`config.mk`:
```
export PLATFORM = sky130hd
export DESIGN_NAME = instr_fetch_unit_flat
export DESIGN_NICKNAME = d
export VERILOG_FILES = /design/src/rtl/instr_fetch_unit_pkg.sv /design/src/rtl/instr_fetch_unit_if.sv /design/src/rtl/instr_fetch_unit_fetch_buffer.sv /design/src/rtl/instr_fetch_unit.sv /design/src/flat_wrapper.sv
export SDC_FILE = /design/constraint.sdc
export NUM_CORES = 1
export LEC_CHECK = 0
export BUFFER_PORTS_ARGS = -buffer_cell sky130_fd_sc_hd__buf_2
export CAP_MARGIN = 20
export CORE_MARGIN = 10
export CORE_UTILIZATION = 45
export CTS_CLUSTER_SIZE = 8
export DETAILED_ROUTE_END_ITERATION = 10
export GPL_TIMING_DRIVEN = 1
export PLACE_DENSITY = 0.81
export SETUP_SLACK_MARGIN = 0.4
export SYNTH_ARGS = -nofsm -noshare
export SYNTH_HDL_FRONTEND = slang
export SYNTH_SLANG_ARGS = --single-unit
```
`constraint.sdc`:
```
create_clock -name clock -period 4.1 [get_ports clock]
set_input_delay 0.205 -clock clock [delete_from_list [all_inputs] [get_ports clock]]
set_output_delay 0.205 -clock clock [all_outputs]
set_load 0.05 [all_outputs]
```
`src/rtl/instr_fetch_unit_pkg.sv`:
```
// Shared widths and the fetch buffer payload type for the instruction fetch unit.
package instr_fetch_unit_pkg;

    localparam int unsigned INSTR_W = 32;
    localparam int unsigned ADDR_W  = 32;
    localparam int unsigned PC_STEP = 4;
    localparam int unsigned CNT_W   = 2;

    typedef struct packed {
        logic [ADDR_W-1:0]  pc;
        logic [INSTR_W-1:0] instr;
    } fetch_entry_t;

endpackage

```
`src/rtl/instr_fetch_unit_if.sv`:
```
// Instruction-memory, redirect and decode-handshake signals of the fetch unit.
interface instr_fetch_unit_if;

    logic [instr_fetch_unit_pkg::ADDR_W-1:0]  imem_address;
    logic [instr_fetch_unit_pkg::INSTR_W-1:0] imem_instruction;
    logic                                     redirect;
    logic [instr_fetch_unit_pkg::ADDR_W-1:0]  redirect_pc;
    logic                                     out_valid;
    logic                                     out_ready;
    logic [instr_fetch_unit_pkg::INSTR_W-1:0] out_instruction;
    logic [instr_fetch_unit_pkg::ADDR_W-1:0]  out_pc;
    logic                                     fault;

    modport master (
        output imem_address,
        input  imem_instruction,
        input  redirect,
        input  redirect_pc,
        output out_valid,
        input  out_ready,
        output out_instruction,
        output out_pc,
        output fault
    );

    modport slave (
        input  imem_address,
        output imem_instruction,
        output redirect,
        output redirect_pc,
        input  out_valid,
        output out_ready,
        input  out_instruction,
        input  out_pc,
        input  fault
    );

endinterface

```
`src/rtl/instr_fetch_unit_fetch_buffer.sv`:
```
// Two-entry in-order fetch buffer; slot0 is always the head so outputs come straight from flops.
module instr_fetch_unit_fetch_buffer
    import instr_fetch_unit_pkg::*;
#(
    parameter int unsigned DEPTH = 2
) (
    input  logic             clock,
    input  logic             reset,
    input  logic             push,
    input  logic             pop,
    input  logic             flush,
    input  fetch_entry_t     push_data,
    output fetch_entry_t     head,
    output logic [CNT_W-1:0] count,
    output logic             valid
);

    localparam logic [CNT_W-1:0] FULL = CNT_W'(DEPTH);

    fetch_entry_t     slot0_q, slot0_d;
    fetch_entry_t     slot1_q, slot1_d;
    logic [CNT_W-1:0] count_q, count_d;
    logic             valid_q, valid_d;
    logic             pop_eff;
    logic             push_eff;

    // Pop shifts slot1 into the head; a push lands in the first free slot after the pop.
    always_comb begin
        slot0_d  = slot0_q;
        slot1_d  = slot1_q;
        count_d  = count_q;
        pop_eff  = pop & valid_q;
        push_eff = push & ((count_q != FULL) | pop_eff);
        if (flush) begin
            count_d = '0;
        end else begin
            case ({push_eff, pop_eff})
                2'b11: begin
                    if (count_q == CNT_W'(1)) begin
                        slot0_d = push_data;
                    end else begin
                        slot0_d = slot1_q;
                        slot1_d = push_data;
                    end
                end
                2'b01: begin
                    slot0_d = slot1_q;
                    count_d = count_q - CNT_W'(1);
                end
                2'b10: begin
                    if (count_q == '0) begin
                        slot0_d = push_data;
                    end else begin
                        slot1_d = push_data;
                    end
                    count_d = count_q + CNT_W'(1);
                end
                default: ;
            endcase
        end
        valid_d = (count_d != '0);
    end

    always_ff @(posedge clock or posedge reset) begin
        if (reset) begin
            slot0_q <= '0;
            slot1_q <= '0;
            count_q <= '0;
            valid_q <= 1'b0;
        end else begin
            slot0_q <= slot0_d;
            slot1_q <= slot1_d;
            count_q <= count_d;
            valid_q <= valid_d;
        end
    end

    assign head  = slot0_q;
    assign count = count_q;
    assign valid = valid_q;

endmodule

```
`src/rtl/instr_fetch_unit.sv`:
```
// Fetch unit: owns the PC, reads the combinational instruction ROM and feeds decode through a 2-entry buffer.
module instr_fetch_unit
    import instr_fetch_unit_pkg::*;
#(
    parameter logic [ADDR_W-1:0] RESET_PC  = 32'h0000_0000,
    parameter logic [ADDR_W-1:0] SIZE      = 32'h0000_000c,
    parameter int unsigned       BUF_DEPTH = 2
) (
    input  logic                clock,
    input  logic                reset,
    instr_fetch_unit_if.master  bus
);

    localparam logic [CNT_W-1:0] FULL = CNT_W'(BUF_DEPTH);

    logic [ADDR_W-1:0] pc_q, pc_d;
    logic              fault_q, fault_d;
    logic              pop;
    logic              push;
    logic              flush;
    logic              in_range;
    logic              fetch_ok;
    fetch_entry_t      push_data;
    fetch_entry_t      head;
    logic [CNT_W-1:0]  count;
    logic              buf_valid;

    // Redirect wins over fetch and pop; an out-of-range PC raises a sticky fault instead of fetching.
    always_comb begin
        pc_d      = pc_q;
        fault_d   = fault_q;
        push      = 1'b0;
        flush     = 1'b0;
        push_data = '{pc: pc_q, instr: bus.imem_instruction};
        pop       = buf_valid & bus.out_ready;
        in_range  = (pc_q < SIZE);
        fetch_ok  = !fault_q & in_range & ((count != FULL) | pop);
        if (bus.redirect) begin
            flush   = 1'b1;
            pc_d    = {bus.redirect_pc[ADDR_W-1:2], 2'b00};
            fault_d = (bus.redirect_pc[1:0] != 2'b00) | (bus.redirect_pc >= SIZE);
        end else if (fetch_ok) begin
            push = 1'b1;
            pc_d = pc_q + ADDR_W'(PC_STEP);
        end else if (!in_range) begin
            fault_d = 1'b1;
        end
    end

    always_ff @(posedge clock or posedge reset) begin
        if (reset) begin
            pc_q    <= {RESET_PC[ADDR_W-1:2], 2'b00};
            fault_q <= 1'b0;
        end else begin
            pc_q    <= pc_d;
            fault_q <= fault_d;
        end
    end

    instr_fetch_unit_fetch_buffer #(
        .DEPTH (BUF_DEPTH)
    ) u_fetch_buffer (
        .clock     (clock),
        .reset     (reset),
        .push      (push),
        .pop       (pop),
        .flush     (flush),
        .push_data (push_data),
        .head      (head),
        .count     (count),
        .valid     (buf_valid)
    );

    assign bus.imem_address    = pc_q;
    assign bus.out_valid       = buf_valid;
    assign bus.out_instruction = head.instr;
    assign bus.out_pc          = head.pc;
    assign bus.fault           = fault_q;

endmodule

```
`src/flat_wrapper.sv`:
```
// flat-port wrapper written by rule: the top's interface ports become plain ports
module instr_fetch_unit_flat import instr_fetch_unit_pkg::*;
#(
    parameter logic [ADDR_W-1:0] RESET_PC  = 32'h0000_0000,
    parameter logic [ADDR_W-1:0] SIZE      = 32'h0000_000c,
    parameter int unsigned       BUF_DEPTH = 2
)
  (clock, reset, bus_imem_address, bus_imem_instruction, bus_redirect, bus_redirect_pc, bus_out_valid, bus_out_ready, bus_out_instruction, bus_out_pc, bus_fault);
  instr_fetch_unit_if bus_i ();
  input  logic clock;
  input  logic reset;
  output wire logic [$bits(bus_i.imem_address)-1:0] bus_imem_address;
  input wire logic [$bits(bus_i.imem_instruction)-1:0] bus_imem_instruction;
  input wire logic [$bits(bus_i.redirect)-1:0] bus_redirect;
  input wire logic [$bits(bus_i.redirect_pc)-1:0] bus_redirect_pc;
  output wire logic [$bits(bus_i.out_valid)-1:0] bus_out_valid;
  input wire logic [$bits(bus_i.out_ready)-1:0] bus_out_ready;
  output wire logic [$bits(bus_i.out_instruction)-1:0] bus_out_instruction;
  output wire logic [$bits(bus_i.out_pc)-1:0] bus_out_pc;
  output wire logic [$bits(bus_i.fault)-1:0] bus_fault;
  assign bus_imem_address = bus_i.imem_address;
  assign bus_i.imem_instruction = bus_imem_instruction;
  assign bus_i.redirect = bus_redirect;
  assign bus_i.redirect_pc = bus_redirect_pc;
  assign bus_out_valid = bus_i.out_valid;
  assign bus_i.out_ready = bus_out_ready;
  assign bus_out_instruction = bus_i.out_instruction;
  assign bus_out_pc = bus_i.out_pc;
  assign bus_fault = bus_i.fault;
  instr_fetch_unit #(.RESET_PC(RESET_PC), .SIZE(SIZE), .BUF_DEPTH(BUF_DEPTH)) u_core (.clock(clock), .reset(reset), .bus(bus_i));
endmodule
```
==> Word level (Yosys, flattened, before mapping) <==
Cells that the tools add are included.
{ "classes": {"add_sub_neg": 3, "order_cmp": 2, "eq_ne": 10, "n_mux": 16, "bitwise": 9, "reduce_logical": 10} }
{ "ops": {"columns": ["operator", "n"], "rows": [
  ["64-bit two-way mux", 4],
  ["64-bit case mux with 3 select lines", 1],
  ["64-bit case mux with 2 select lines", 1],
  ["32-bit two-way mux", 2],
  ["32-bit by 3-bit adder with 32-bit output, second input constant", 1],
  ["32-bit by 4-bit >= comparator with 1-bit output, second input constant", 1],
  ["32-bit by 4-bit less-than comparator with 1-bit output, second input constant", 1],
  ["2-bit != test, second input constant", 6],
  ["2-bit nonzero test", 4],
  ["1-bit two-way mux", 6],
  ["1-bit bitwise AND", 5],
  ["2-bit by 1-bit == test with 1-bit output, second input constant", 2],
  ["2-bit == test, second input constant", 2],
  ["2-bit case mux with 2 select lines", 1],
  ["4-bit AND reduction", 1],
  ["1-bit OR", 3],
  ["3-bit AND reduction", 1],
  ["3-bit nonzero test", 1],
  ["2-bit by 1-bit adder with 2-bit output, second input constant", 1],
  ["2-bit zero test", 1],
  ["2-bit two-way mux", 1],
  ["2-bit AND reduction", 1],
  ["2-bit by 1-bit subtractor with 2-bit output, second input constant", 1],
  ["1-bit zero test", 1],
  ["1-bit inverter", 1]
]} }
{ "totals": {"regBits": 164, "input_bits": 68, "out_inout_bits": 98, "word_cells": 58} }

==> Depth between registers and ports, before layout <==
{ "depth": {"word_depth": 10, "depth_mapped": 13, "ltp_nobuf": 10} }

==> Cells and area by module <==
A second synthesis with hierarchy kept.
{ "unflattened": {"hier_cells": 698, "area_unflattened_um2": 8134.1} }
{ "by_module_without_submodules": {"columns": ["module", "n_inst", "cells_each", "area_each_um2", "seq_area_each_um2"], "rows": [
  ["instr_fetch_unit_fetch_buffer", 1, 593, 6747.7, 3278.1],
  ["instr_fetch_unit", 1, 105, 1386.3, 775.7]
]} }

==> Worst setup path before layout <==
Ideal clock, no wire load.
{ "synth_path": {"path_kind": "reg-to-reg", "start": "reg u_core.pc_q[2] (netlist: u_core.bus.imem_address[2])", "end": "reg u_core.u_fetch_buffer.slot0_q, in the netlist u_core.u_fetch_buffer.head[11]", "setup_ns": 0.065, "arrival_ns": 3.155, "t_required_ns": 4.035, "setup_slack_ns": 0.880, "path_stages_with_launch": 13, "path_buffers": 3, "synth_period_minus_slack_ns": 3.220, "cell_sequence": "dfrtp_1 -> ha_1 -> nor4_1 -> nand4_1 -> or2_1 -> or3_1 -> ha_1 -> clkbuf_1 -> buf_2 -> buf_1 -> a221oi_1 -> a211oi_1 -> a21o_1"} }
{ "synth_between": {"elab_chain_cells": 9, "elab_cells_between_ends": 13, "cone_classes": "order compare: 1; eq/ne: 4; mux: 3; bitwise: 3; reduce/logical: 2"} }
{ "synth_lines": {"columns": ["item", "line", "source"], "rows": [
  ["from (decl)", "instr_fetch_unit.sv:16", "logic [ADDR_W-1:0] pc_q, pc_d;"],
  ["from (signal assigned)", "instr_fetch_unit.sv:52", "pc_q <= {RESET_PC[ADDR_W-1:2], 2'b00};"],
  ["from (signal assigned)", "instr_fetch_unit.sv:55", "pc_q <= pc_d;"],
  ["32-bit by 4-bit less-than comparator with 1-bit output (*)", "instr_fetch_unit.sv:36", "in_range = (pc_q < SIZE);"],
  ["1-bit bitwise AND (*) (2 in a row)", "instr_fetch_unit.sv:37", "fetch_ok = !fault_q & in_range & ((count != FULL) | pop);"],
  ["1-bit two-way mux (*)", "instr_fetch_unit.sv:42", "end else if (fetch_ok) begin"],
  ["1-bit two-way mux (*)", "instr_fetch_unit.sv:38", "if (bus.redirect) begin"],
  ["1-bit bitwise AND (*)", "instr_fetch_unit_fetch_buffer.sv:33", "push_eff = push & ((count_q != FULL) | pop_eff);"],
  ["2-bit == test or 2-bit by 1-bit == test with 1-bit output (tied branches)", "instr_fetch_unit_fetch_buffer.sv:37", "case ({push_eff, pop_eff})"],
  ["2-bit != test (no source line) or 3-bit nonzero test (tied branches)", null, null],
  ["3-bit AND reduction (no source line)", null, null],
  ["to (signal assigned)", "instr_fetch_unit_fetch_buffer.sv:71", "slot0_q <= slot0_d;"],
  ["to (decl)", "instr_fetch_unit_fetch_buffer.sv:20", "fetch_entry_t slot0_q, slot0_d;"]
]} }
Every way passes the cells marked *; elsewhere a longest branch is shown, timed or not.
A chain may end at the register's enable or synchronous reset.

==> Worst setup path in the final report <==
{ "layout_path": {"start": "reg u_core.pc_q[2] (netlist: u_core.bus.imem_address[2])", "end": "reg u_core.u_fetch_buffer.slot0_q, in the netlist u_core.u_fetch_buffer.head[44]"} }
The elaborated chain is that of the path after synthesis.

==> run summary <==
Among the stages of the critical path, the cell type that occurs most often is sky130_fd_sc_hd__buf_4. The post-detailed-route wirelength per cell came out at between 20 and 25 um. 166 I/O pins were placed.

The synthesized area per cell is 12.3 um2. The count of final setup violators is 0. Clock-pin slew was measured on the worst setup and hold paths at approximately 0.07 ns.

The synthesized flop and latch total is around 160. The global routing stage identified its most utilized layer as met2. The number of pins with negative max-slew slack in the final report is 0. The critical path ends at u_core.u_fetch_buffer.head[44]. Once the floorplan was initialized, standard cells occupied 45.8% of the core. The sequential share of the synthesized area is between 50 and 60%. The count of different cell masters after synthesis came out at 35.

The startpoint identified for the worst register-to-register timing path is u_core.bus.imem_address[2]. The worst setup path is of the reg2reg kind. On the final layout, the worst clock skew is 0.0109 ns.

The proportion of power drawn by combinational gates came out at between 10% and 20%. The net switching power figure is approximately 1.1 mW. The H-tree was split into 4 levels.

Setup repair after global routing left no endpoint under its margin. The placed instance count is just over 900. Measured on the finished design, the core utilization comes to between 50% and 60%. Tracing the worst setup path back leads to its startpoint at u_core.bus.imem_address[2]. The number of nets in the layout came out at roughly 810. In this run the critical register-to-register path is captured at u_core.u_fetch_buffer.head[44]. The CTS tree is built.

The delay of the slowest cell on the worst path is ~0.48 ns. The total power per unit cell area came out at about 420 nW/um2. Of the total power, the clock network draws 41.6%.

The number of input and output port buffers inserted is about 160. The internal power came out at about 2.7 mW. The transition time at the pin with the least slew margin is 0.853 ns. For this run the aggregate overflow at the end of global routing stands at 0. In this run the worst hold path is classified as in2reg. The number of vias in the routed layout is between 5000 and 6000. Leaving out fill and tap cells, the most frequent cell in the layout is sky130_fd_sc_hd__buf_2. The fraction of met2 tracks used by global routing is 28.9%. The number of fillers in the final layout is between 1000 and 1500.

The total global routing track utilization is between 10% and 20%. The largest net degree at the start of global routing came out at 160. The final hold slack came out at between 0.02 and 0.025 ns. The routed design has about 20000 um of wire.

The first-pass GRT wire length is 31400 um. The share of cells above drive strength 1 is 41.1%. The first routing iteration left 430 violations. The routing usage on met3 came out at 4.85%.

The count of cell instances traversed by the critical path is 11. The number of cells on the worst reg-to-reg path is 11. The cell sitting at the root of the clock tree is a sky130_fd_sc_hd__clkbuf_16. The number of antenna violations at the first check in global routing was 2. The core region is 15900 um2. The die extent in y came out at between 100 and 150 um.

The total negative setup slack is 0 ns. The overall die area is 21700 um2. The slowest cell on the critical path is sky130_fd_sc_hd__dfrtp_1.

The run finished with clean final reports. The clock insertion delay at the later pin of the skew report is 0.43 ns. The number of instances in the synthesized netlist is 590.

The detailed-router iteration count before antenna repair is 5. The kind of start point of the critical path is a register. The post-route clock period utilization is 82.9%. The post-synthesis cell area is 7270 um2. No sink is reached through more buffers than the 2 on the longest clock path.

At the end of routability-driven placement, the weighted congestion stood at ~0.76. The register share of total power came out at between 40% and 50%. On the critical path the largest part of the delay comes from simple AND/OR/NAND/NOR gates. The worst setup path is captured at a register. The global-route track usage on met1 is approximately 22%.

The sum of buffers and inverters on the critical path came out at 2. The fmax came out at 294 MHz. The non-filler instance count after layout came out at a little under 1000. The max-slew headroom at the worst pin is between 40% and 50%.

The final instance area came out at between 8000 and 9000 um2. The critical path goes through ha_1 -> nor4_1 -> nand4_1 -> or2_1 -> or3_1 -> ha_2 -> buf_4 -> o21a_4 -> buf_4 -> a221oi_1 -> nor2_1. The arrival time of the worst setup path came out at 3.71 ns.

The count of maximum capacitance violations is 0. The residual antenna-violating net count after detailed routing is 0. Of the total power, the share spent switching nets is 29.4%. The placed wire-length estimate came out at about 13000 um. The analysis attributes to cell leakage a power of around 4.5 nW. The site row count came out at 46. The post-detailed-placement cell area is 8270 um2. The number of warnings issued by yosys is 0. The signed area change from the synthesized netlist to the final layout came out at 22.2%. Counting every sink on the clock net gives around 160.

The number of remaining DRC errors came out at 0. The worst voltage drop across the vdd grid came out at 266 uV. The data required time of the critical path is 4.41 ns. Using the TritonRoute via totals, the vias-per-cell ratio works out to around 5.8.

The die outline width came out at approximately 150 um. The number of buffers added by the clock tree synthesis step came out at 17. The number of endpoints with negative hold slack in the final report is 0. The number of global-route vias before repair came out at 5683. The top cell types in the final layout, fill and taps aside, are sky130_fd_sc_hd__buf_2, sky130_fd_sc_hd__dfrtp_1, sky130_fd_sc_hd__mux2_2, sky130_fd_sc_hd__nor2_1, sky130_fd_sc_hd__a221oi_1. The final critical delay including setup and external delays is about 3.4 ns. The worst register-to-register path has a setup slack of ~0.7 ns. The biggest fanout along the worst timing path is 21.
==> synthesized netlist by cell type (all sizes together) <==
cell     instances  share of area (%)
nor4b            1               0.12
clkbuf          26                1.3
a211oi          31                3.2
a221oi          62                7.5
conb             1              0.052
o31ai            1               0.10
a21o            31                3.2
mux2i           32                4.4
o21a             2               0.21
a22oi            2               0.21
nand2            4               0.21
nor2            70                3.6
nor4            13                1.1
nor2b            1              0.086
mux2            90                 14
or4              2               0.21
nand3            1              0.069
a2bb2oi          1               0.12
nand4            4               0.34
inv              6               0.31
a21oi            2               0.14
o21ai            5               0.34
dfrtp          159                 55
nor3             2               0.14
or3              1              0.086
or2              1              0.086
buf             26                2.4
and2             3               0.26
a31oi            2               0.17
ha               8                1.4
==> metal layers <==
metal / vias to the layer above / routed length (um)
li1: 2525 / -
met5: - / 13
met2: 173 / 9780
met1: 2820 / 8150
met3: 42 / 1150
met4: 2 / 575
==> through the flow <==
stage	total power [mW]	setup WS, ns
floorplan	2.05	0.880
global placement	2.21	0.383
detailed placement	2.22	0.325
CTS	3.78	0.460
global route	3.89	0.435
finish	3.75	0.700
==> worst min-delay path by stage <==
stage                                        start                                to  slack, ns  cells after the start
floorplan                  bus_imem_instruction[0]  u_core.u_fetch_buffer.slot1_q[0]       0.36                      1
global placement    u_core.u_fetch_buffer.head[11]    u_core.u_fetch_buffer.head[11]       0.45                      1
detailed placement             bus_redirect_pc[12]       u_core.bus.imem_address[12]       0.46                      2
CTS                            bus_redirect_pc[12]       u_core.bus.imem_address[12]       0.02                      2
global route               bus_imem_instruction[0]  u_core.u_fetch_buffer.slot1_q[0]       0.02                      2
finish                         bus_redirect_pc[14]       u_core.bus.imem_address[14]       0.02                      2
==> cell families after synthesis <==
logic type | after synthesis | share of synthesized area [%]
other cells | 1 | 0.0516
buf+inv | 58 | 4.02
compound gates | 139 | 15.2
mux | 122 | 18.3
simple gates | 103 | 6.36
fa+ha+maj | 8 | 1.38
flops | 159 | 54.7
==> sequential cells by signal, indices dropped and copies added (netlist names) <==
signal / flops
u_core.bus.fault: 1
u_core.bus.imem_address: 30
u_core.u_fetch_buffer.count: 2
u_core.u_fetch_buffer.head: 63
u_core.u_fetch_buffer.slot1_q: 62
u_core.u_fetch_buffer.valid: 1
==> power by group through the flow <==
stage,clock (mW),sequential [mW],combinational [mW]
global route,1.66,1.72,0.505
CTS,1.59,1.71,0.483
finish,1.56,1.72,0.477
floorplan,0,1.94,0.115
global placement,0,1.74,0.476
detailed placement,0,1.74,0.481
==> repair_timing <==
item	4_1_cts	5_1_grt
hold buffers	0	0
pin swaps	0	1
gates resized for setup	1	3
endpoints found under the setup margin	14	77
setup buffers	0	1
==> area by class of cell <==
cell class	instances	area (um2)	area share, %
Multi-Input combinational cell	374	3040	34.2
Tap cell	216	270	3.04
Timing Repair Buffer	179	988	11.1
Clock inverter	13	130	1.46
Inverter	6	26.3	0.296
Sequential cell	159	3980	44.8
Clock buffer	19	453	5.10
Antenna cell	1	2.50	0.0282
Power figures use the tool's default switching activity.
